File: src/rtl/render_frame_sequencer.sv
// Per-frame control sequencer for the render clock domain.
// Synchronises the pixel-domain frame pulse and starts a frame only when the
// renderer is idle. Each frame issues the camera packet, starts the triangle
// feeder and steers its triangles onto the camera or model strobe. After the
// renderer drains, the framebuffer is swapped. Rendered and dropped frames
// are counted.
module render_frame_sequencer #(
  parameter int STARTUP_SKIP = 2,
  parameter int DRAIN_QUIET  = 4,
  parameter int CNT_W        = 16
) (
  input  logic             clk_render,
  input  logic             rst_render,
  input  logic             frame_pix,
  input  logic             renderer_busy,
  input  logic             feeder_busy,
  input  logic             feeder_valid,
  input  logic             renderer_ready,
  output logic             begin_frame,
  output logic             camera_req,
  output logic             feeder_begin,
  output logic             camera_valid,
  output logic             model_valid,
  output logic             fb_swap,
  output logic [CNT_W-1:0] frame_count,
  output logic [CNT_W-1:0] drop_count,
  output logic [2:0]       state_dbg
);

  localparam int SKIP_W  = $clog2(STARTUP_SKIP + 2);
  localparam int QUIET_W = $clog2(DRAIN_QUIET + 1);

  typedef enum logic [2:0] {
    IDLE  = 3'd0,
    CAM   = 3'd1,
    FEED  = 3'd2,
    DRAIN = 3'd3,
    SWAP  = 3'd4
  } state_t;

  state_t state, state_next;

  (* ASYNC_REG = "TRUE" *) logic s1;
  (* ASYNC_REG = "TRUE" *) logic s2;
  logic s2_d;
  logic tick;

  logic [SKIP_W-1:0]  skip_cnt;
  logic [QUIET_W-1:0] quiet_cnt;
  logic [1:0]         feed_cnt;
  logic               camera_phase;
  logic               drop_inc;
  logic               skip_dec;
  logic               quiet_done;

  // Two-flop synchroniser for the frame pulse, plus a delayed copy for edge detection
  always_ff @(posedge clk_render or posedge rst_render) begin
    if (rst_render) begin
      s1   <= 1'b0;
      s2   <= 1'b0;
      s2_d <= 1'b0;
    end else begin
      s1   <= frame_pix;
      s2   <= s1;
      s2_d <= s2;
    end
  end

  assign tick       = s2 & ~s2_d;
  assign quiet_done = (quiet_cnt == QUIET_W'(DRAIN_QUIET - 1)) && !renderer_busy;

  // Next-state decode plus the skip and drop decisions taken on a tick
  always_comb begin
    state_next = state;
    drop_inc   = 1'b0;
    skip_dec   = 1'b0;
    case (state)
      IDLE: begin
        if (tick) begin
          if (skip_cnt != '0)     skip_dec = 1'b1;
          else if (renderer_busy) drop_inc = 1'b1;
          else                    state_next = CAM;
        end
      end
      CAM: begin
        drop_inc   = tick;
        state_next = FEED;
      end
      FEED: begin
        drop_inc = tick;
        // Exit is only considered once the feeder has had two cycles to go busy
        if (feed_cnt == 2'd2 && !feeder_busy && !feeder_valid) state_next = DRAIN;
      end
      DRAIN: begin
        drop_inc = tick;
        if (quiet_done) state_next = SWAP;
      end
      SWAP: begin
        drop_inc   = tick;
        state_next = IDLE;
      end
      default: state_next = IDLE;
    endcase
  end

  // State register
  always_ff @(posedge clk_render or posedge rst_render) begin
    if (rst_render) state <= IDLE;
    else            state <= state_next;
  end

  // Registered one-cycle pulses decoded from the state being entered
  always_ff @(posedge clk_render or posedge rst_render) begin
    if (rst_render) begin
      begin_frame  <= 1'b0;
      camera_req   <= 1'b0;
      feeder_begin <= 1'b0;
      fb_swap      <= 1'b0;
    end else begin
      begin_frame  <= (state_next == CAM);
      camera_req   <= (state_next == CAM);
      feeder_begin <= (state == CAM);
      fb_swap      <= (state_next == SWAP);
    end
  end

  // Startup skip, FEED dwell and DRAIN quiet counters
  always_ff @(posedge clk_render or posedge rst_render) begin
    if (rst_render) begin
      skip_cnt  <= SKIP_W'(STARTUP_SKIP);
      feed_cnt  <= 2'd0;
      quiet_cnt <= '0;
    end else begin
      if (skip_dec) skip_cnt <= skip_cnt - SKIP_W'(1);
      if (state != FEED)         feed_cnt <= 2'd0;
      else if (feed_cnt != 2'd2) feed_cnt <= feed_cnt + 2'd1;
      if (state != DRAIN || renderer_busy) quiet_cnt <= '0;
      else                                 quiet_cnt <= quiet_cnt + QUIET_W'(1);
    end
  end

  // Camera phase: set by CAM (wins over a same-cycle handshake), cleared by the first handshake
  always_ff @(posedge clk_render or posedge rst_render) begin
    if (rst_render)                          camera_phase <= 1'b0;
    else if (state == CAM)                   camera_phase <= 1'b1;
    else if (feeder_valid && renderer_ready) camera_phase <= 1'b0;
  end

  // Frame and drop statistics, wrapping at their width
  always_ff @(posedge clk_render or posedge rst_render) begin
    if (rst_render) begin
      frame_count <= '0;
      drop_count  <= '0;
    end else begin
      if (state == SWAP) frame_count <= frame_count + CNT_W'(1);
      if (drop_inc)      drop_count  <= drop_count + CNT_W'(1);
    end
  end

  assign camera_valid = feeder_valid &  camera_phase & ~rst_render;
  assign model_valid  = feeder_valid & ~camera_phase & ~rst_render;
  assign state_dbg    = state;

endmodule
File: config.mk
export PLATFORM = sky130hd
export DESIGN_NAME = render_frame_sequencer
export DESIGN_NICKNAME = d
export VERILOG_FILES = /design/src/rtl/render_frame_sequencer.sv
export SDC_FILE = /design/constraint.sdc
export NUM_CORES = 1
export LEC_CHECK = 0
export ABC_CLOCK_PERIOD_IN_PS = 5400
export BUFFER_PORTS_ARGS = -buffer_cell sky130_fd_sc_hd__buf_2
export CAP_MARGIN = 20
export CORE_ASPECT_RATIO = 2
export CORE_MARGIN = 2
export CORE_UTILIZATION = 50
export DETAILED_ROUTE_END_ITERATION = 16
export HOLD_SLACK_MARGIN = 0.02
export PLACE_DENSITY = 0.75
export SYNTH_ARGS = -nofsm -noshare
export SYNTH_HDL_FRONTEND = slang
export SYNTH_SLANG_ARGS = --single-unit
File: constraint.sdc
create_clock -name clk_render -period 5.4 [get_ports clk_render]
set_clock_uncertainty 0.05 [all_clocks]
set_input_delay 0.27 -clock clk_render [delete_from_list [all_inputs] [get_ports clk_render]]
set_output_delay 0.27 -clock clk_render [all_outputs]
set_load 0.01 [all_outputs]
**Word-level counts from Yosys, hierarchy flattened**

Cells that the tools add are included.

- Flip-flop bits (word level): 49
- Output and inout bits: 41
- Input bits: 7
- ROM bits: 0
- Latch bits: 0
- Bits in writable memories: 0
- Logic and storage cells: 68
- Memories kept: 0

- Reduce and logical (&&, ||, !) cells: 13
- Eq/ne operators: 11
- Bitwise logic cells: 8
- Muxes and demuxes: 18
- Multiply operators: 0
- Div/mod/pow operators: 0
- Magnitude comparators: 0
- Add/sub/neg operators: 5
- Shifts and indexed selects: 0

Operator list:

| operator | number |
|---|---|
| $add 16x1->16 const B | 2 |
| $mux 3 | 6 |
| $pmux 3 s4 | 1 |
| $eq 3x2->1 const B | 3 |
| $mux 1 | 8 |
| $eq 3x1->1 const B | 2 |
| $eq 3x3->1 const B | 2 |
| $ne 3x2->1 const B | 2 |
| $reduce_bool 2->1 | 3 |
| $and 1x1->1 | 5 |
| $logic_and 1x1->1 | 4 |
| $mux 2 | 2 |
| $reduce_or 4->1 | 1 |
| $add 3x1->3 const B | 1 |
| $logic_not 1->1 | 3 |
| $logic_not 3->1 | 1 |
| $not 1->1 | 3 |
| $add 2x1->2 const B | 1 |
| $eq 2x2->1 const B | 1 |
| $ne 2x2->1 const B | 1 |
| $pmux 1 s2 | 1 |
| $sub 2x1->2 const B | 1 |
| $logic_or 1x1->1 | 1 |

**Longest topological paths before layout**

Gate-level depths: netlist of the first run.

- Depth after elaboration: 6
- Mapped depth: 7
- Gate-level depth less buffers: 6

**Worst setup path before layout of the first run**

OpenSTA, ideal clock, no wires.

- Kind: register -> register
- Start: register skip_cnt[1]
- End: register drop_count[1]
- Period minus slack after synthesis: 2,041 ps
- Library setup time: 125 ps
- Stages on the path, launching flop included: 7
- Arrival time: 1,867 ps
- Path slack: 3,359 ps
- Path buffers: 1
- Data required time: 5,225 ps
- Cell sequence: dfstp_2 inv_1 ha_1 a2111oi_0 a211o_1 buf_2 mux2_2

- Word-level cells in the longest chain between the ends: 4

RTL lines:

| item | RTL line | text |
|---|---|---|
| start, declared | 48 | `logic [SKIP_W-1:0] skip_cnt;` |
| start signal, assigned | 130 | `skip_cnt <= SKIP_W'(STARTUP_SKIP);` |
| start signal, assigned | 134 | `if (skip_dec) skip_cnt <= skip_cnt - SKIP_W'(1);` |
| $reduce_bool 2->1 | 80 | `if (skip_cnt != '0) skip_dec = 1'b1;` |
| $mux 1 | 80 |  |
| $mux 1 | 79 | `if (tick) begin` |
| $pmux 1 s2 | 77 | `case (state)` |
| end signal, assigned | 156 | `if (drop_inc) drop_count <= drop_count + CNT_W'(1);` |
| end, declared | 26 | `output logic [CNT_W-1:0] drop_count,` |

No other way between the ends.
A chain may end at the register's enable or synchronous reset.

**Worst setup path in the final report of the first run**

Ends and elaborated chain as after synthesis.

==> results of run 1 <==
[synth_stat cells, drive strengths merged, types with 2 or more instances]
master	instances	area share (%)
a21oi	2	0.46
or2	3	0.87
nor4	4	1.2
nor2b	2	0.58
nand2b	2	0.58
nand2	16	2.8
nor2	16	2.8
xor2	19	7.7
and3	5	1.5
nand3	8	1.9
xnor2	13	5.3
nor3b	3	1.0
or3b	2	0.93
inv	9	1.6
nor3	9	2.6
and4	3	1.2
mux2	2	1.0
nand4	3	0.87
ha	6	3.5
buf	3	0.81
dfrtp	48	56
[flip-flops by register name (all words and copies together) (netlist names), 2 cells and up]
| name | count |
|---|---|
| drop_count | 16 |
| skip_cnt | 2 |
| state_dbg | 3 |
| frame_count | 16 |
| feed_cnt | 2 |
| quiet_cnt | 3 |
[how the worst max path moves through the flow]
stage	depth (start not counted)	end
3_3_place_gp	5	drop_count[1]
4_1_cts	5	drop_count[1]
2_1_floorplan	6	drop_count[1]
6_report	5	drop_count[1]
5_1_grt	5	drop_count[1]
3_5_place_dp	5	drop_count[1]
[area by class of cell]
type | count | area (um2) | area share (%)
Tap cell | 52 | 65.1 | 2.51
Clock buffer | 7 | 86.3 | 3.33
Multi-Input combinational cell | 128 | 877 | 33.8
Sequential cell | 49 | 1230 | 47.3
Timing Repair Buffer | 50 | 275 | 10.6
Clock inverter | 1 | 30.0 | 1.16
Inverter | 9 | 33.8 | 1.30
[routing by layer]
metal	vias up	track usage [%]	wire (um)
met5	-	0	0
met4	0	8.73	108
met3	7	3.86	166
met2	48	34.6	2290
met1	784	20.2	1580
li1	748	-	-
[logic make-up after synthesis]
| family | count (synthesis) | share of synthesized area (%) |
|---|---|---|
| and+or+nand+nor | 80 | 20.3 |
| DFF | 49 | 56.9 |
| xor gates and xnor gates | 32 | 13.0 |
| buffers and inverters | 12 | 2.38 |
| AOI/OAI and AO/OA | 7 | 2.38 |
| adders and majority gates | 6 | 3.48 |
| muxes | 3 | 1.51 |
[report_power, final]
part	switching (mW)	leakage, nW	internal [mW]
logic	0.0832	0.678	0.0711
registers	0.0457	0.648	0.407
clock network	0.119	0.0585	0.151
total	0.248	1.38	0.629
[per-stage QoR]
stage,utilization [%],area (um2)
2_1_floorplan,-,2160
3_3_place_gp,59.1,2440
3_5_place_dp,59.1,2440
4_1_cts,62.1,2560
5_1_grt,62.8,2590
6_report,62.8,2590
==> flow_summary.ini, run 1 <==
[grt]
overflow = 0
grt_pass1_wl_um = 7120
grt_max_degree = 51
antenna_found_initial = 0
grt_pass1_vias = 1602
gr-usage-all-layers_pct = 19.1

[hold_path]
holdCritStartpoint = renderer_busy
whs_endpoint = camera_req
hp-class = in -> reg
hold_depth = 2

[critical_path]
cp_cell_sequence = inv_1, ha_1, a2111oi_0, a211o_1, mux2_2
reg2regPathDepth = 5
worstPathRequired_ns = 5.54
startpoint_type = flop
arrival_ns = 2.35
worstReg2RegEnd = drop_count[1]
endpoint_kind = flop
worst-path-max-fanout = 16
critPathMaxStageDelay_ns = 0.52
slowest_stage = dfstp_2
reg2reg_slack_ns = 3.19
critical_path.startpoint = skip_cnt[1]
critical_path.top_delay_family = compound AO/OA/AOI/OAI gates
r2r_start = skip_cnt[1]
critPathBufInv = 1
critical_path_class = reg -> reg

[place]
place_congestion = 0.725
post-place-cells = 285
dpl.hpwl_um = 2920
port_buffers = 47
dp_slack_ns = 3.21

[cts]
postCtsSetupBuffers = 0
cts_buffers = 5
cts_tree = built
clockBufferDepth = 2
cts.sinks = 49
clk_pin_slew_ns = 0.09
clock_latency_ns = 0.30
hold_buffers = 1
root_buffer = clkbuf_8
cts-resized-gates = 0
cts_max_level = 2

[synth]
synth_edf_count = 0
ys_warn_count = 0
synthFlopType = dfrtp_1
ys_seq_area_share_pct = 56.9
synth-seq-cells = 49
syn_area_per_cell_um2 = 11.4
syn_inst = 189
syn-num-nets = 202
synth_cell_types = 35
ys_async_sr_fraction_pct = 100
syn_area_mm2 = 0.00216

[route]
vias_per_cell = 5.36
drc = 0
drt_iter0_markers = 32
ant_nets = 0
detail_route.first_pass.iterations = 4
num_vias = 1587
avgRoutedWirePerCell_um = 14.0
routed_wl_um = 4140

[flow_run]
maxCapViolations = 0

[sta]
fmax_mhz = 453
rsz0062_at_grt = no
setup_viol = 0
hold_viol = 0
period_needed_ns = 2.21
worstMarginPinSlew_ns = 0.478
finalSetupTns_ns = 0
slew_headroom_pct = 68.1
fin_ws_ns = 3.19
period_share_pct = 40.9
slew_viol_final = 0
fin_hold_ws_ns = 0.135

[floorplanning]
coreArea_mm2 = 0.00413
rows = 33
num_io_pins = 48
die_area_mm2 = 0.00488
start_util_pct = 52.2
die_w_um = 50.4
dieHeight_um = 96.9

[power]
powerDensity_mw_per_mm2 = 338
ir_worst_vdd_v = 0.000233
power.leakage_nw = 1.38
power_mw = 0.877

[final_layout]
drive_gt1_share_pct = 26.6
area_growth_pct = 20.4
layout_common_cells = 48 x dfrtp_1, 47 x buf_2, 19 x xor2_1
nNetsFinal = 256
n_antenna_cell = 0
fillers = 369
final_common_cell = dfrtp_1
fin_cells = 296

[status]
status = finished clean
No activity file was read; power rests on OpenSTA's default activity.
==> run 2: changes to the inputs <==
--- a/config.mk
+++ b/config.mk
@@ -5,7 +5,7 @@
 export SDC_FILE = /design/constraint.sdc
 export NUM_CORES = 1
 export LEC_CHECK = 0
-export ABC_CLOCK_PERIOD_IN_PS = 5400
+export ABC_CLOCK_PERIOD_IN_PS = 2100
 export BUFFER_PORTS_ARGS = -buffer_cell sky130_fd_sc_hd__buf_2
 export CAP_MARGIN = 20
 export CORE_ASPECT_RATIO = 2
==> constraint.sdc (replaced) <==
create_clock -name clk_render -period 2.1 [get_ports clk_render]
set_clock_uncertainty 0.05 [all_clocks]
set_input_delay 0.105 -clock clk_render [delete_from_list [all_inputs] [get_ports clk_render]]
set_output_delay 0.105 -clock clk_render [all_outputs]
set_load 0.01 [all_outputs]
==> flow_summary.ini, run 2 (synthesis results as in run 1) <==
[route]
avgRoutedWirePerCell_um = 13.8
vias_per_cell = 5.21
num_vias = 1585
detail_route.first_pass.iterations = 4
ant_nets = 0
drt_iter0_markers = 28
drc = 0
routed_wl_um = 4210

[critical_path]
worst-path-max-fanout = 10
startpoint_type = flop
cp_cell_sequence = or2_2, a211o_1, buf_4, nor4_1, xor2_1
slowest_stage = dfrtp_1
endpoint_kind = flop
arrival_ns = 2.07
critical_path_class = reg -> reg
worstPathRequired_ns = 2.25
critPathMaxStageDelay_ns = 0.43

[place]
place_congestion = 0.736
placed_area_mm2 = 0.00250
dp_slack_ns = 0.199
port_buffers = 47
dpl.hpwl_um = 3210
post-place-cells = 293

[flow_run]
maxCapViolations = 0

[final_layout]
fin_cells = 304
fillers = 368
area_growth_pct = 21.1
nNetsFinal = 264
finish.instance_area_mm2 = 0.00261
n_antenna_cell = 0
layout_common_cells = 48 x dfrtp_1, 47 x buf_2, 19 x xor2_1
final_core_util_pct = 63.2
final_common_cell = dfrtp_1
reg.largest.list = drop_count: 16 flops, frame_count: 16 flops
drive_gt1_share_pct = 27.8

[power]
power_mw = 2.11
ir_worst_vdd_v = 0.000731
power.leakage_nw = 1.40
powerDensity_mw_per_mm2 = 809

[floorplanning]
start_util_pct = 52.2
die_area_mm2 = 0.00488
rows = 33
die_w_um = 50.4
coreArea_mm2 = 0.00413
dieHeight_um = 96.9
num_io_pins = 48

[grt]
grt_max_degree = 40
antenna_found_initial = 0
grt_pass1_wl_um = 7430
grt_pass1_vias = 1600
overflow = 0
gr-usage-all-layers_pct = 19.6

[cts]
postCtsSetupBuffers = 0
cts_tree = built
clock_latency_ns = 0.29
cts_max_level = 2
cts_buffers = 5
clockBufferDepth = 2
root_buffer = clkbuf_8
cts.sinks = 49
clk_pin_slew_ns = 0.08

[sta]
fin_ws_ns = 0.181
finalSetupTns_ns = 0
worstMarginPinSlew_ns = 0.486
slew_headroom_pct = 67.6
fin_hold_ws_ns = 0.0423
period_share_pct = 91.4
rsz0062_at_grt = no
period_needed_ns = 1.92
setup_viol = 0
fmax_mhz = 521
slew_viol_final = 0
hold_viol = 0

[hold_path]
hp-class = in -> reg

[status]
status = finished clean
## run 2: final timing paths
check,endpoint,slack [ns],startpoint,depth (start not counted)
min reg2reg,s2,0.31,s1,0
min in group asynchronous,feed_cnt[1],0.23,rst_render,3
max in group asynchronous,skip_cnt[1],1.00,rst_render,4
max reg2reg,drop_count[14],0.18,state_dbg[0],5
min,camera_phase,0.04,renderer_ready,3
max,drop_count[14],0.18,state_dbg[0],5
## run 2: power by group
| group | leakage, nW | switching (mW) | internal, mW | total, mW |
|---|---|---|---|---|
| Sequential | 0.648 | 0.107 | 1.05 | 1.15 |
| Combinational | 0.712 | 0.241 | 0.202 | 0.443 |
| Clock | 0.0395 | 0.277 | 0.237 | 0.514 |
## run 2: timing repair
action,CTS,global route
resized for setup,0,1
endpoints found under the setup margin,0,10
hold buffers,3,0
endpoints found under the hold margin,12,0
## run 2: cell type report
cell class	count	area [um2]	share of cell area [%]
Timing Repair Buffer	58	325	12.5
Tap cell	52	65.1	2.49
Multi-Input combinational cell	128	878	33.7
Inverter	9	33.8	1.29
Clock buffer	8	80.1	3.07
Sequential cell	49	1230	47.0
## run 2: worst max-delay path, delay by kind of cell, from the launching register on
kind / cells / cell delay [ns]
flops: 1 / 0.43
compound gates: 1 / 0.33
simple gates: 2 / 0.65
xor+xnor: 1 / 0.20
buf+inv: 1 / 0.18
## run 2: routing by layer
metal / vias to the layer above / part of all wire, % / track usage, %
li1: 765 / - / -
met1: 781 / 39 / 22.3
met2: 37 / 57 / 35.3
met3: 2 / 3.6 / 2.93
met4: 0 / 0.93 / 7.48
met5: - / 0 / 0
==> run 3: changes to the inputs <==
--- a/config.mk
+++ b/config.mk
@@ -5,15 +5,15 @@
 export SDC_FILE = /design/constraint.sdc
 export NUM_CORES = 1
 export LEC_CHECK = 0
-export ABC_CLOCK_PERIOD_IN_PS = 2100
+export ABC_CLOCK_PERIOD_IN_PS = 1750
 export BUFFER_PORTS_ARGS = -buffer_cell sky130_fd_sc_hd__buf_2
 export CAP_MARGIN = 20
 export CORE_ASPECT_RATIO = 2
 export CORE_MARGIN = 2
-export CORE_UTILIZATION = 50
+export CORE_UTILIZATION = 30
 export DETAILED_ROUTE_END_ITERATION = 16
 export HOLD_SLACK_MARGIN = 0.02
-export PLACE_DENSITY = 0.75
+export PLACE_DENSITY = 0.51
 export SYNTH_ARGS = -nofsm -noshare
 export SYNTH_HDL_FRONTEND = slang
 export SYNTH_SLANG_ARGS = --single-unit
==> constraint.sdc (replaced) <==
create_clock -name clk_render -period 1.75 [get_ports clk_render]
set_clock_uncertainty 0.05 [all_clocks]
set_input_delay 0.0875 -clock clk_render [delete_from_list [all_inputs] [get_ports clk_render]]
set_output_delay 0.0875 -clock clk_render [all_outputs]
set_load 0.01 [all_outputs]
==> flow_summary.ini, run 3 (synthesis results as in run 1) <==
[hold_path]
hp-class = in -> reg

[grt]
overflow = 0
antenna_found_initial = 0
gr-usage-all-layers_pct = 13.6
grt_pass1_wl_um = 8120
grt_max_degree = 50
grt_pass1_vias = 1718

[sta]
period_share_pct = 100
slew_viol_final = 0
slew_headroom_pct = 58.5
period_needed_ns = 1.76
setup_viol = 1
rsz0062_at_grt = yes
hold_viol = 0
fin_ws_ns = -0.00790
worstMarginPinSlew_ns = 0.623
fmax_mhz = 569
fin_hold_ws_ns = 0.0337

[status]
violations = setup timing
status = finished, violations left

[critical_path]
endpoint_kind = flop
worstReg2RegEnd = frame_count[15]
startpoint_type = flop
critical_path.startpoint = state_dbg[0]
r2r_start = state_dbg[0]
worstPathRequired_ns = 1.88
worst-path-max-fanout = 4
endpoint = frame_count[15]
reg2regPathDepth = 4
reg2reg_slack_ns = -0.008
critical_path_class = reg -> reg
arrival_ns = 1.89

[power]
seqPwrFrac_pct = 46.2
power.leakage_nw = 1.58
p_int_mw = 2.06
clockPowerShare_pct = 32.4
p_comb_share_pct = 21.4
p_sw_mw = 0.886
powerDensity_mw_per_mm2 = 977
sw_frac_of_total_pct = 30.0
ir_worst_vdd_v = 0.000567

[floorplanning]
start_util_pct = 31.1
dieHeight_um = 124
die_area_mm2 = 0.00792
num_io_pins = 48
die_w_um = 63.9
coreArea_mm2 = 0.00694
rows = 43

[final_layout]
final_common_cell = dfrtp_1
area_growth_pct = 40.0
n_antenna_cell = 0
drive_gt1_share_pct = 40.6
fin_cells = 356
nNetsFinal = 278
reg.largest.list = drop_count: 16 flops, frame_count: 16 flops
layout_common_cells = 48 x dfrtp_1, 47 x buf_2, 21 x buf_4
finish.instance_area_mm2 = 0.00302
final_core_util_pct = 43.5

[route]
vias_per_cell = 4.59
num_vias = 1635
drt_iter0_markers = 46
routed_wl_um = 5000
ant_nets = 0
detail_route.first_pass.iterations = 4
avgRoutedWirePerCell_um = 14.1
drc = 0

[cts]
root_buffer = clkbuf_16
clockBufferDepth = 2
cts.sinks = 49
cts_buffers = 5
clock_latency_ns = 0.29
clk_pin_slew_ns = 0.07
cts_tree = built
cts_max_level = 2

[flow_run]
maxCapViolations = 0

[place]
placed_area_mm2 = 0.00276
place_congestion = 0.690
post-place-cells = 343
dpl.hpwl_um = 3740
port_buffers = 47
==> run 3: cell count changes in the layout (fill, tap and decap cells not counted), sizes merged <==
cell         change
clkbuf           -3
clkinvlp         +1
clkinv           +2
dlygate4sd3      -1
buf             +15
==> run 3: final cells by class <==
type / count / area (um2)
clock inverters: 3 / 17.5
well taps: 90 / 113
multi-input cells: 128 / 1050
flip-flops and latches: 49 / 1230
inverters: 9 / 33.8
repair buffers: 72 / 453
clock buffers: 5 / 125
fillers: 676 / 3920
==> run 3: worst min path at each step <==
stage	from	to	slack, ns	depth (start not counted)
4_1_cts	renderer_ready	camera_phase	0.03	3
3_3_place_gp	frame_pix	s1	0.15	1
2_1_floorplan	frame_pix	s1	0.07	0
6_report	renderer_ready	camera_phase	0.03	3
3_5_place_dp	frame_pix	s1	0.15	1
5_1_grt	renderer_ready	camera_phase	0.05	3
==> run 3: layer usage <==
metal	part of all wire [%]	routed length [um]	global-route usage, %	vias to the layer above
li1	-	-	-	788
met5	0	0	0	-
met1	37	1840	13.5	804
met3	4.2	212	3.07	7
met4	1.9	97	6.93	0
met2	57	2850	25.8	36
==> run 3: stage by stage <==
step | worst slack [ns] | power (mW) | TNS (ns)
floorplan | -0.213 | 1.76 | -1.05
global placement | -0.0155 | 1.98 | -0.0774
detailed placement | -0.0653 | 1.99 | -0.726
CTS | -0.0528 | 2.98 | -0.203
global route | -0.0599 | 3.12 | -0.681
finish | -0.00790 | 2.95 | -0.00790
==> run 3: what timing repair did <==
| item | in CTS | in global routing |
|---|---|---|
| gates resized for setup | 7 | 8 |
| hold buffers | 2 | 0 |
| pin swaps | 3 | 6 |
| endpoints found under the hold margin | 49 | 0 |
| endpoints found under the setup margin | 20 | 22 |
| buffers inserted | 2 | 1 |
==> run 3: critical path, cell delays in order, from the launching register on <==
cell and delay [ns]:
dfrtp_1 0.41, or3b_4 0.44, nor3_4 0.14, or4b_4 0.48, xnor2_1 0.13
==> run 3: power groups by stage <==
stage / sequential [mW] / combinational (mW) / clock [mW]
floorplan: 1.42 / 0.346 / 0
global placement: 1.38 / 0.602 / 0
detailed placement: 1.38 / 0.610 / 0
CTS: 1.36 / 0.630 / 0.991
global route: 1.39 / 0.705 / 1.03
finish: 1.36 / 0.631 / 0.955
